**src/rtl/noc_pkg.sv**
```systemverilog
`default_nettype none
// ============================================================================
// Module  : noc_pkg
// Purpose : Shared NoC definitions: destination field width, destination
//           extraction helper and default parameter values used by the
//           spine_ni_bridge and enhanced_router blocks.
// Ports   : none (package)
// Rev     : 1.0 - initial release
// ============================================================================
package noc_pkg;

  localparam int DEST_W     = 6;
  localparam int FLIT_MAX_W = 64;

  localparam int                DEF_DWIDTH     = 16;
  localparam int                DEF_NUM_SPINES = 4;
  localparam int                DEF_FIFO_DEPTH = 4;
  localparam int                DEF_CREDITS    = 4;
  localparam logic [DEST_W-1:0] DEF_LOCAL_ID   = 6'd21;

  typedef logic [DEST_W-1:0] dest_t;

  // The destination is always the top DEST_W bits of a flit, whatever the
  // flit width. Flits are zero-extended to FLIT_MAX_W by the caller.
  function automatic dest_t flit_dest(input logic [FLIT_MAX_W-1:0] flit,
                                      input int unsigned           dwidth);
    logic [FLIT_MAX_W-1:0] w_sh;
    w_sh = flit >> (dwidth - DEST_W);
    return w_sh[DEST_W-1:0];
  endfunction

endpackage
`default_nettype wire

```
**src/rtl/noc_flit_fifo.sv**
```systemverilog
`default_nettype none
// ============================================================================
// Module  : noc_flit_fifo
// Purpose : Single-clock flit FIFO, DEPTH entries (power of 2, >= 2).
// Ports   : clk/rst_n   - clock, synchronous active-low reset
//           push/din    - write strobe and data (caller ensures room)
//           pop         - read strobe, advances head when not empty
//           full/empty  - occupancy flags
//           dout        - head-of-queue data (valid when !empty)
// Rev     : 1.0 - initial release
// ============================================================================
module noc_flit_fifo
  import noc_pkg::*;
#(
  parameter int DWIDTH = DEF_DWIDTH,
  parameter int DEPTH  = DEF_FIFO_DEPTH
) (
  input  logic              clk,
  input  logic              rst_n,
  input  logic              push,
  input  logic [DWIDTH-1:0] din,
  input  logic              pop,
  output logic              full,
  output logic              empty,
  output logic [DWIDTH-1:0] dout
);

  localparam int AW = (DEPTH > 1) ? $clog2(DEPTH) : 1;

  logic [DWIDTH-1:0] r_mem [DEPTH];
  logic [AW-1:0]     r_wptr;
  logic [AW-1:0]     r_rptr;
  logic [AW:0]       r_cnt;
  logic              w_do_pop;
  logic              w_do_push;

  assign full      = (r_cnt == (AW+1)'(DEPTH));
  assign empty     = (r_cnt == '0);
  assign dout      = r_mem[r_rptr];
  assign w_do_pop  = pop && !empty;
  // A push while full is legal only when the head leaves in the same cycle.
  assign w_do_push = push && (!full || w_do_pop);

  // Storage is not reset; emptiness is carried entirely by r_cnt.
  always_ff @(posedge clk) begin
    if (w_do_push) r_mem[r_wptr] <= din;
  end

  always_ff @(posedge clk) begin
    if (!rst_n) begin
      r_wptr <= '0;
      r_rptr <= '0;
      r_cnt  <= '0;
    end else begin
      if (w_do_push) r_wptr <= r_wptr + AW'(1);
      if (w_do_pop)  r_rptr <= r_rptr + AW'(1);
      if (w_do_push && !w_do_pop)      r_cnt <= r_cnt + (AW+1)'(1);
      else if (w_do_pop && !w_do_push) r_cnt <= r_cnt - (AW+1)'(1);
    end
  end

endmodule
`default_nettype wire

```
**src/rtl/spine_ni_bridge.sv**
```systemverilog
`default_nettype none
// ============================================================================
// Module  : spine_ni_bridge
// Purpose : Network interface between a GPU port and NUM_SPINES spine links.
//           Egress flits are routed by destination to a credit-controlled
//           spine (1-cycle registered) or to a 1-flit loopback slot. Ingress
//           flits are buffered per spine and round-robin arbitrated, together
//           with the loopback slot, into a 1-entry gpu_out register.
// Ports   : ACLK, ARESETn             - clock, synchronous active-low reset
//           gpu_in_*                  - egress valid/ready flit stream
//           gpu_out_*                 - delivered valid/ready flit stream
//           spine_out_data/valid      - per-spine egress flits (slice i)
//           spine_credit_in           - per-spine credit return pulses
//           spine_in_data/valid       - per-spine ingress flits, no backpressure
//           spine_credit_out          - pulse when ingress FIFO i is popped
//           err_status                - sticky {0, credit ovf, ingress ovf}
// Rev     : 1.0 - initial release
// ============================================================================
module spine_ni_bridge
  import noc_pkg::*;
#(
  parameter int          DWIDTH     = DEF_DWIDTH,
  parameter int          NUM_SPINES = DEF_NUM_SPINES,
  parameter int          FIFO_DEPTH = DEF_FIFO_DEPTH,
  parameter int          CREDITS    = DEF_CREDITS,
  parameter logic [5:0]  LOCAL_ID   = DEF_LOCAL_ID
) (
  input  logic                         ACLK,
  input  logic                         ARESETn,
  input  logic [DWIDTH-1:0]            gpu_in_data,
  input  logic                         gpu_in_valid,
  output logic                         gpu_in_ready,
  output logic [DWIDTH-1:0]            gpu_out_data,
  output logic                         gpu_out_valid,
  input  logic                         gpu_out_ready,
  output logic [NUM_SPINES*DWIDTH-1:0] spine_out_data,
  output logic [NUM_SPINES-1:0]        spine_out_valid,
  input  logic [NUM_SPINES-1:0]        spine_credit_in,
  input  logic [NUM_SPINES*DWIDTH-1:0] spine_in_data,
  input  logic [NUM_SPINES-1:0]        spine_in_valid,
  output logic [NUM_SPINES-1:0]        spine_credit_out,
  output logic [2:0]                   err_status
);

  localparam int                SPW    = $clog2(NUM_SPINES);
  localparam int                NREQ   = NUM_SPINES + 1;
  localparam int                ARB_W  = $clog2(NREQ);
  localparam int                CW     = $clog2(CREDITS + 1);
  localparam logic [ARB_W-1:0]  LB_IDX = ARB_W'(NUM_SPINES);

  // Egress routing
  dest_t                              w_dest;
  logic                               w_is_lb;
  logic [SPW-1:0]                     w_tgt;
  logic                               w_fire;
  logic [NUM_SPINES-1:0]              w_send;
  logic [CW-1:0]                      r_cred [NUM_SPINES];
  logic [NUM_SPINES-1:0]              w_cred_ovf;
  logic [NUM_SPINES-1:0]              r_sp_vld;
  logic [NUM_SPINES-1:0][DWIDTH-1:0]  r_sp_data;

  // Ingress buffering and arbitration
  logic [NUM_SPINES-1:0]              w_full;
  logic [NUM_SPINES-1:0]              w_empty;
  logic [NUM_SPINES-1:0]              w_push;
  logic [NUM_SPINES-1:0]              w_pop;
  logic [NUM_SPINES-1:0]              w_drop;
  logic [NUM_SPINES-1:0][DWIDTH-1:0]  w_fifo_dout;
  logic                               r_lb_vld;
  logic [DWIDTH-1:0]                  r_lb_data;
  logic                               w_lb_pop;
  logic [NREQ-1:0]                    w_req;
  logic [ARB_W-1:0]                   r_ptr;
  logic [ARB_W:0]                     w_cand;
  logic                               w_gnt_any;
  logic [ARB_W-1:0]                   w_gnt_idx;
  logic                               w_grant;
  logic [DWIDTH-1:0]                  w_gnt_data;
  logic                               r_out_vld;
  logic [DWIDTH-1:0]                  r_out_data;
  logic [1:0]                         r_err;

  assign w_dest  = flit_dest(FLIT_MAX_W'(gpu_in_data), DWIDTH);
  assign w_is_lb = (w_dest == LOCAL_ID);
  assign w_tgt   = w_dest[SPW-1:0];

  // The loopback slot may take a new flit in the same cycle it is drained.
  assign gpu_in_ready = ARESETn &&
                        (w_is_lb ? (!r_lb_vld || w_lb_pop) : (r_cred[w_tgt] != '0));
  assign w_fire       = gpu_in_valid && gpu_in_ready;

  always_comb begin
    w_send     = '0;
    w_cred_ovf = '0;
    for (int i = 0; i < NUM_SPINES; i++) begin
      w_send[i]     = w_fire && !w_is_lb && (w_tgt == SPW'(i));
      // A return that coincides with a send is absorbed, never an overflow.
      w_cred_ovf[i] = spine_credit_in[i] && !w_send[i] && (r_cred[i] == CW'(CREDITS));
    end
  end

  always_ff @(posedge ACLK) begin
    for (int i = 0; i < NUM_SPINES; i++) begin
      if (!ARESETn)
        r_cred[i] <= CW'(CREDITS);
      else if (w_send[i] && !spine_credit_in[i])
        r_cred[i] <= r_cred[i] - CW'(1);
      else if (spine_credit_in[i] && !w_send[i] && !w_cred_ovf[i])
        r_cred[i] <= r_cred[i] + CW'(1);
    end
  end

  generate
    for (genvar gi = 0; gi < NUM_SPINES; gi++) begin : g_spine
      assign w_pop[gi]  = w_grant && (w_gnt_idx == ARB_W'(gi));
      assign w_push[gi] = spine_in_valid[gi] && (!w_full[gi] || w_pop[gi]);
      assign w_drop[gi] = spine_in_valid[gi] && w_full[gi] && !w_pop[gi];

      noc_flit_fifo #(
        .DWIDTH (DWIDTH),
        .DEPTH  (FIFO_DEPTH)
      ) u_fifo (
        .clk   (ACLK),
        .rst_n (ARESETn),
        .push  (w_push[gi]),
        .din   (spine_in_data[gi*DWIDTH +: DWIDTH]),
        .pop   (w_pop[gi]),
        .full  (w_full[gi]),
        .empty (w_empty[gi]),
        .dout  (w_fifo_dout[gi])
      );
    end
  endgenerate

  assign w_req = {r_lb_vld, ~w_empty};

  // Round-robin: first requester at or after r_ptr, wrapping modulo NREQ.
  always_comb begin
    w_gnt_any = 1'b0;
    w_gnt_idx = '0;
    w_cand    = '0;
    for (int k = 0; k < NREQ; k++) begin
      w_cand = {1'b0, r_ptr} + (ARB_W+1)'(k);
      if (w_cand >= (ARB_W+1)'(NREQ)) w_cand = w_cand - (ARB_W+1)'(NREQ);
      if (!w_gnt_any && w_req[w_cand[ARB_W-1:0]]) begin
        w_gnt_any = 1'b1;
        w_gnt_idx = w_cand[ARB_W-1:0];
      end
    end
  end

  assign w_grant    = ARESETn && w_gnt_any && (!r_out_vld || gpu_out_ready);
  assign w_lb_pop   = w_grant && (w_gnt_idx == LB_IDX);
  assign w_gnt_data = (w_gnt_idx == LB_IDX) ? r_lb_data : w_fifo_dout[w_gnt_idx[SPW-1:0]];

  always_ff @(posedge ACLK) begin
    if (!ARESETn) begin
      r_sp_vld   <= '0;
      r_sp_data  <= '0;
      r_lb_vld   <= 1'b0;
      r_lb_data  <= '0;
      r_out_vld  <= 1'b0;
      r_out_data <= '0;
      r_ptr      <= '0;
      r_err      <= '0;
    end else begin
      r_sp_vld <= w_send;
      if (w_fire && !w_is_lb) r_sp_data[w_tgt] <= gpu_in_data;

      // A refill in the drain cycle wins: the old flit was read this cycle.
      if (w_fire && w_is_lb) begin
        r_lb_vld  <= 1'b1;
        r_lb_data <= gpu_in_data;
      end else if (w_lb_pop) begin
        r_lb_vld  <= 1'b0;
      end

      if (w_grant) begin
        r_out_vld  <= 1'b1;
        r_out_data <= w_gnt_data;
        r_ptr      <= (w_gnt_idx == LB_IDX) ? '0 : w_gnt_idx + ARB_W'(1);
      end else if (gpu_out_ready) begin
        r_out_vld  <= 1'b0;
      end

      r_err[0] <= r_err[0] | (|w_drop);
      r_err[1] <= r_err[1] | (|w_cred_ovf);
    end
  end

  assign spine_out_valid  = r_sp_vld;
  assign spine_out_data   = r_sp_data;
  assign spine_credit_out = w_pop;
  assign gpu_out_valid    = r_out_vld;
  assign gpu_out_data     = r_out_data;
  assign err_status       = {1'b0, r_err};

endmodule
`default_nettype wire

```
**config.mk**
```make
export PLATFORM = sky130hd
export DESIGN_NAME = spine_ni_bridge
export DESIGN_NICKNAME = d
export VERILOG_FILES = /design/src/rtl/noc_pkg.sv /design/src/rtl/noc_flit_fifo.sv /design/src/rtl/spine_ni_bridge.sv
export SDC_FILE = /design/constraint.sdc
export NUM_CORES = 1
export LEC_CHECK = 0
export CAP_MARGIN = 20
export CORE_UTILIZATION = 30
export CTS_BUF_LIST = sky130_fd_sc_hd__clkbuf_4 sky130_fd_sc_hd__clkbuf_8
export DETAILED_ROUTE_END_ITERATION = 7
export GPL_TIMING_DRIVEN = 0
export SLEW_MARGIN = 25
export SYNTH_ARGS = -nofsm -noshare
export SYNTH_HDL_FRONTEND = slang
export SYNTH_SLANG_ARGS = --single-unit
```
**constraint.sdc**
```tcl
create_clock -name ACLK -period 12.22 [get_ports ACLK]
set_input_delay 1.222 -clock ACLK [delete_from_list [all_inputs] [get_ports ACLK]]
set_output_delay 1.222 -clock ACLK [all_outputs]
set_load 0.02 [all_outputs]
```
==> flow_summary.json <==
{
  "crit_buf_inv": 8,
  "final_common_cell": "edfxtp_1",
  "fp.dieW_um": 242,
  "multi_input_area_sq_um": 5840,
  "status": "finished, final reports clean",
  "synthFlopType": "edfxtp_1",
  "grtUsageTotal": 0.159,
  "fin_worst_skew_ns": 0.0487,
  "synth-edff-count": 268,
  "design_area_sq_um": 21500,
  "drt_iter0_markers": 859,
  "via_count": 11261,
  "area_growth_pct": 24.4,
  "drv_slew": 0,
  "grt_busiest_layer": "met2",
  "setup_violations": 0,
  "grt_util_met1": 0.202,
  "cp_cell_sequence": "inv_1 -> ha_1 -> ha_1 -> clkbuf_1 -> xor2_1 -> a21o_1 -> a2111oi_0 -> a21oi_1 -> or2_2 -> o21ai_0 -> nor2_1 -> o22ai_1 -> buf_2 -> buf_2 -> ha_1 -> inv_1 -> or4_4 -> buf_6 -> clkbuf_1 -> nand2_1 -> o211a_1 -> clkdlybuf4s50_1",
  "drv_cap": 0,
  "cts_tree": "yes",
  "met2_usage": 0.262,
  "power_leakage_uw": 0.00753,
  "hpwl_mm": 33.0,
  "cts-root-buf": "clkbuf_8",
  "hold_viol": 0,
  "finalWirelength_mm": 46.2,
  "synth_area_per_cell_sq_um": 13.7,
  "drt.antenna.violating_nets": 0,
  "setup_tns_ns": 0,
  "clk_path_buf_depth": 3,
  "max-vdd-ir-drop_mv": 0.170,
  "async_reset_ff_frac": 0,
  "grt_setup_unrepaired": "no",
  "yosys.area.top_type": "edfxtp_1",
  "grt_max_degree": 17,
  "power_density_nw_per_um2": 236,
  "pin_count": 185,
  "viasPerCell": 4.84,
  "critPathTopFamily": "buffers and inverters",
  "antenna_found_initial": 2,
  "antennaDiodeCount": 0,
  "critical_path.slowest_cell": "clkdlybuf4s50_1",
  "grt.met3_usage": 0.0450,
  "numCtsBuffers": 71,
  "max_stage_delay_ns": 0.68,
  "gr-total-overflow": 0,
  "io_buffers": 182,
  "crit_type": "reg2out",
  "final_net_count": 1657,
  "synth_nets": 1402,
  "grt_pass1_vias": 11576,
  "ctsHtreeMaxLevel": 3,
  "yosys_warnings": 0,
  "cp_max_fo": 11,
  "drt_first_pass_iters": 5,
  "dieArea_sq_um": 58500,
  "post_cts_buffers": 0,
  "netlist_area_sq_um": 17300,
  "place_area_sq_um": 20000,
  "wl_per_cell_um": 19.9,
  "worst_setup_path_start_kind": "register",
  "grt_pass1_wl_mm": 70.4,
  "core-area_sq_um": 56600,
  "synth.distinct_cells": 72,
  "max_slew_margin": 0.353,
  "yosys-top-cells-area": "edfxtp_1, dfxtp_1, mux4_2",
  "die_h_um": 242,
  "holdBufCountCts": 0,
  "syn_inst": 1262,
  "regArea_sq_um": 10900,
  "cts_resized": 0,
  "max_freq_mhz": 119,
  "place_congestion": 0.853,
  "seq_area_frac_synth": 0.632,
  "drc_errors": 0,
  "clk_pin_slew_ns": 0.05,
  "post-route-min-period_ns": 8.42,
  "start_util": 0.305,
  "clock_latency_ns": 0.65,
  "endpoint_kind": "output port",
  "cts_sinks": 411,
  "worst_slew_pin_slew_ns": 0.970,
  "drive_above_1_share": 0.143,
  "ys_ff_latch": 411,
  "worstPathArrival_ns": 7.20,
  "fillCellCount": 5433,
  "rows": 87,
  "fin_crit_sh": 0.689,
  "synth_top_area_frac": 0.466,
  "layout_common_cells": "edfxtp_1, nand2_1, clkdlybuf4s50_1, dfxtp_1, clkbuf_8",
  "hold_path.class": "reg2reg",
  "cp.required_ns": 11.00,
  "crit_top_cell": "ha_1"
}
## per-stage QoR
| stage | setup slack (ns) | instances | hold slack [ns] | total power (uW) | util |
|---|---|---|---|---|---|
| after floorplan | 6.32 | 1262 | 0.427 | 3190 | - |
| after global placement | 4.46 | 2200 | 0.437 | 3810 | 0.354 |
| after detailed placement | 4.53 | 2200 | 0.445 | 3840 | 0.354 |
| after CTS | 3.80 | 2328 | 0.451 | 5130 | 0.380 |
| after global routing | 3.41 | 2328 | 0.470 | 5370 | 0.380 |
| final | 3.80 | 2328 | 0.451 | 5070 | 0.380 |
## path summary, 6_finish.rpt
path         depth (start not counted)                       startpoint  slack (ns)                                       to
min                                  2  spine_out_data[26]$_SDFFE_PN0P_        0.45          spine_out_data[26]$_SDFFE_PN0P_
max                                 22            r_ptr[1]$_SDFFE_PN0P_        3.80                             gpu_in_ready
max reg2reg                         23            r_ptr[1]$_SDFFE_PN0P_        5.66  g_spine[1].u_fifo.r_cnt[2]$_SDFFE_PN0P_
min reg2reg                          2  spine_out_data[26]$_SDFFE_PN0P_        0.45          spine_out_data[26]$_SDFFE_PN0P_
## sequential cells by signal, summed over array words and instances (netlist names), named ones only
signal                 flops
g_spine.u_fifo.r_cnt      12
g_spine.u_fifo.r_mem     256
g_spine.u_fifo.r_rptr      8
g_spine.u_fifo.r_wptr      8
gpu_out_data              16
gpu_out_valid              1
r_cred                    12
r_err                      2
r_lb_data                 16
r_lb_vld                   1
r_ptr                      3
spine_out_data            64
spine_out_valid            4
## cells in the mapped netlist (3+ instances only)
cell type and number:
and3_1 12, o211a_1 3, a22oi_1 3, nor3_1 15
clkbuf_1 45, edfxtp_1 268, ha_1 42, dfxtp_1 143
and2_1 18, or3_1 9, a211o_1 6, buf_6 4
a221oi_1 17, buf_4 6, nor4_1 3, nand4_1 7
buf_2 12, a21oi_1 75, xor2_1 13, o21a_1 4
inv_1 43, buf_1 9, nand3_1 13, a22o_1 3
mux4_2 64, mux2_2 3, o32ai_1 4, nor2b_1 6
a211oi_1 6, xnor2_1 7, a31oi_1 5, nor2_1 48
mux2i_1 62, o221ai_1 17, o21ai_0 19, o211ai_1 4
nand2b_1 7, nand2_1 184, fa_1 6
## routing by layer
metal  vias to the layer above  share of wire
met3                        77          0.068
met1                      5614           0.43
met4                         2          0.020
li1                       5243              -
met2                       325           0.48
met5                         -        0.00028
## layout make-up
cell class                 instances  area share
sequential                       411       0.508
multi-input combinational        732       0.272
timing repair buffer             182      0.0848
clock buffer                     102      0.0586
tap                              756      0.0440
buffer                            76      0.0165
clock inverter                    26     0.00885
inverter                          43     0.00751
## where the power goes
group | total, uW | internal [uW] | leakage, uW | switching (uW)
Clock | 1270 | 694 | 0.000773 | 576
Sequential | 1820 | 1720 | 0.00363 | 99.2
Combinational | 1980 | 806 | 0.00312 | 1180
Total | 5070 | 3220 | 0.00753 | 1850
## tightest hold or removal path, stage by stage, from the launching register on
cell,delay [ns]
dfxtp_1,0.31
nand2_1,0.05
nand2_1,0.04
## cell families (layout without fill, tap and decap cells)
group | after synthesis | in the layout | share of synthesized area
other cells | 1 | 1 | 0.000217
buf+inv | 119 | 429 | 0.0298
simple gates | 338 | 338 | 0.0894
fa+ha+maj | 48 | 48 | 0.0374
xor+xnor | 20 | 20 | 0.0101
mux | 130 | 130 | 0.122
compound gates | 195 | 195 | 0.0789
flops | 411 | 411 | 0.632
Note: power is estimated with default switching activity, not from simulation.
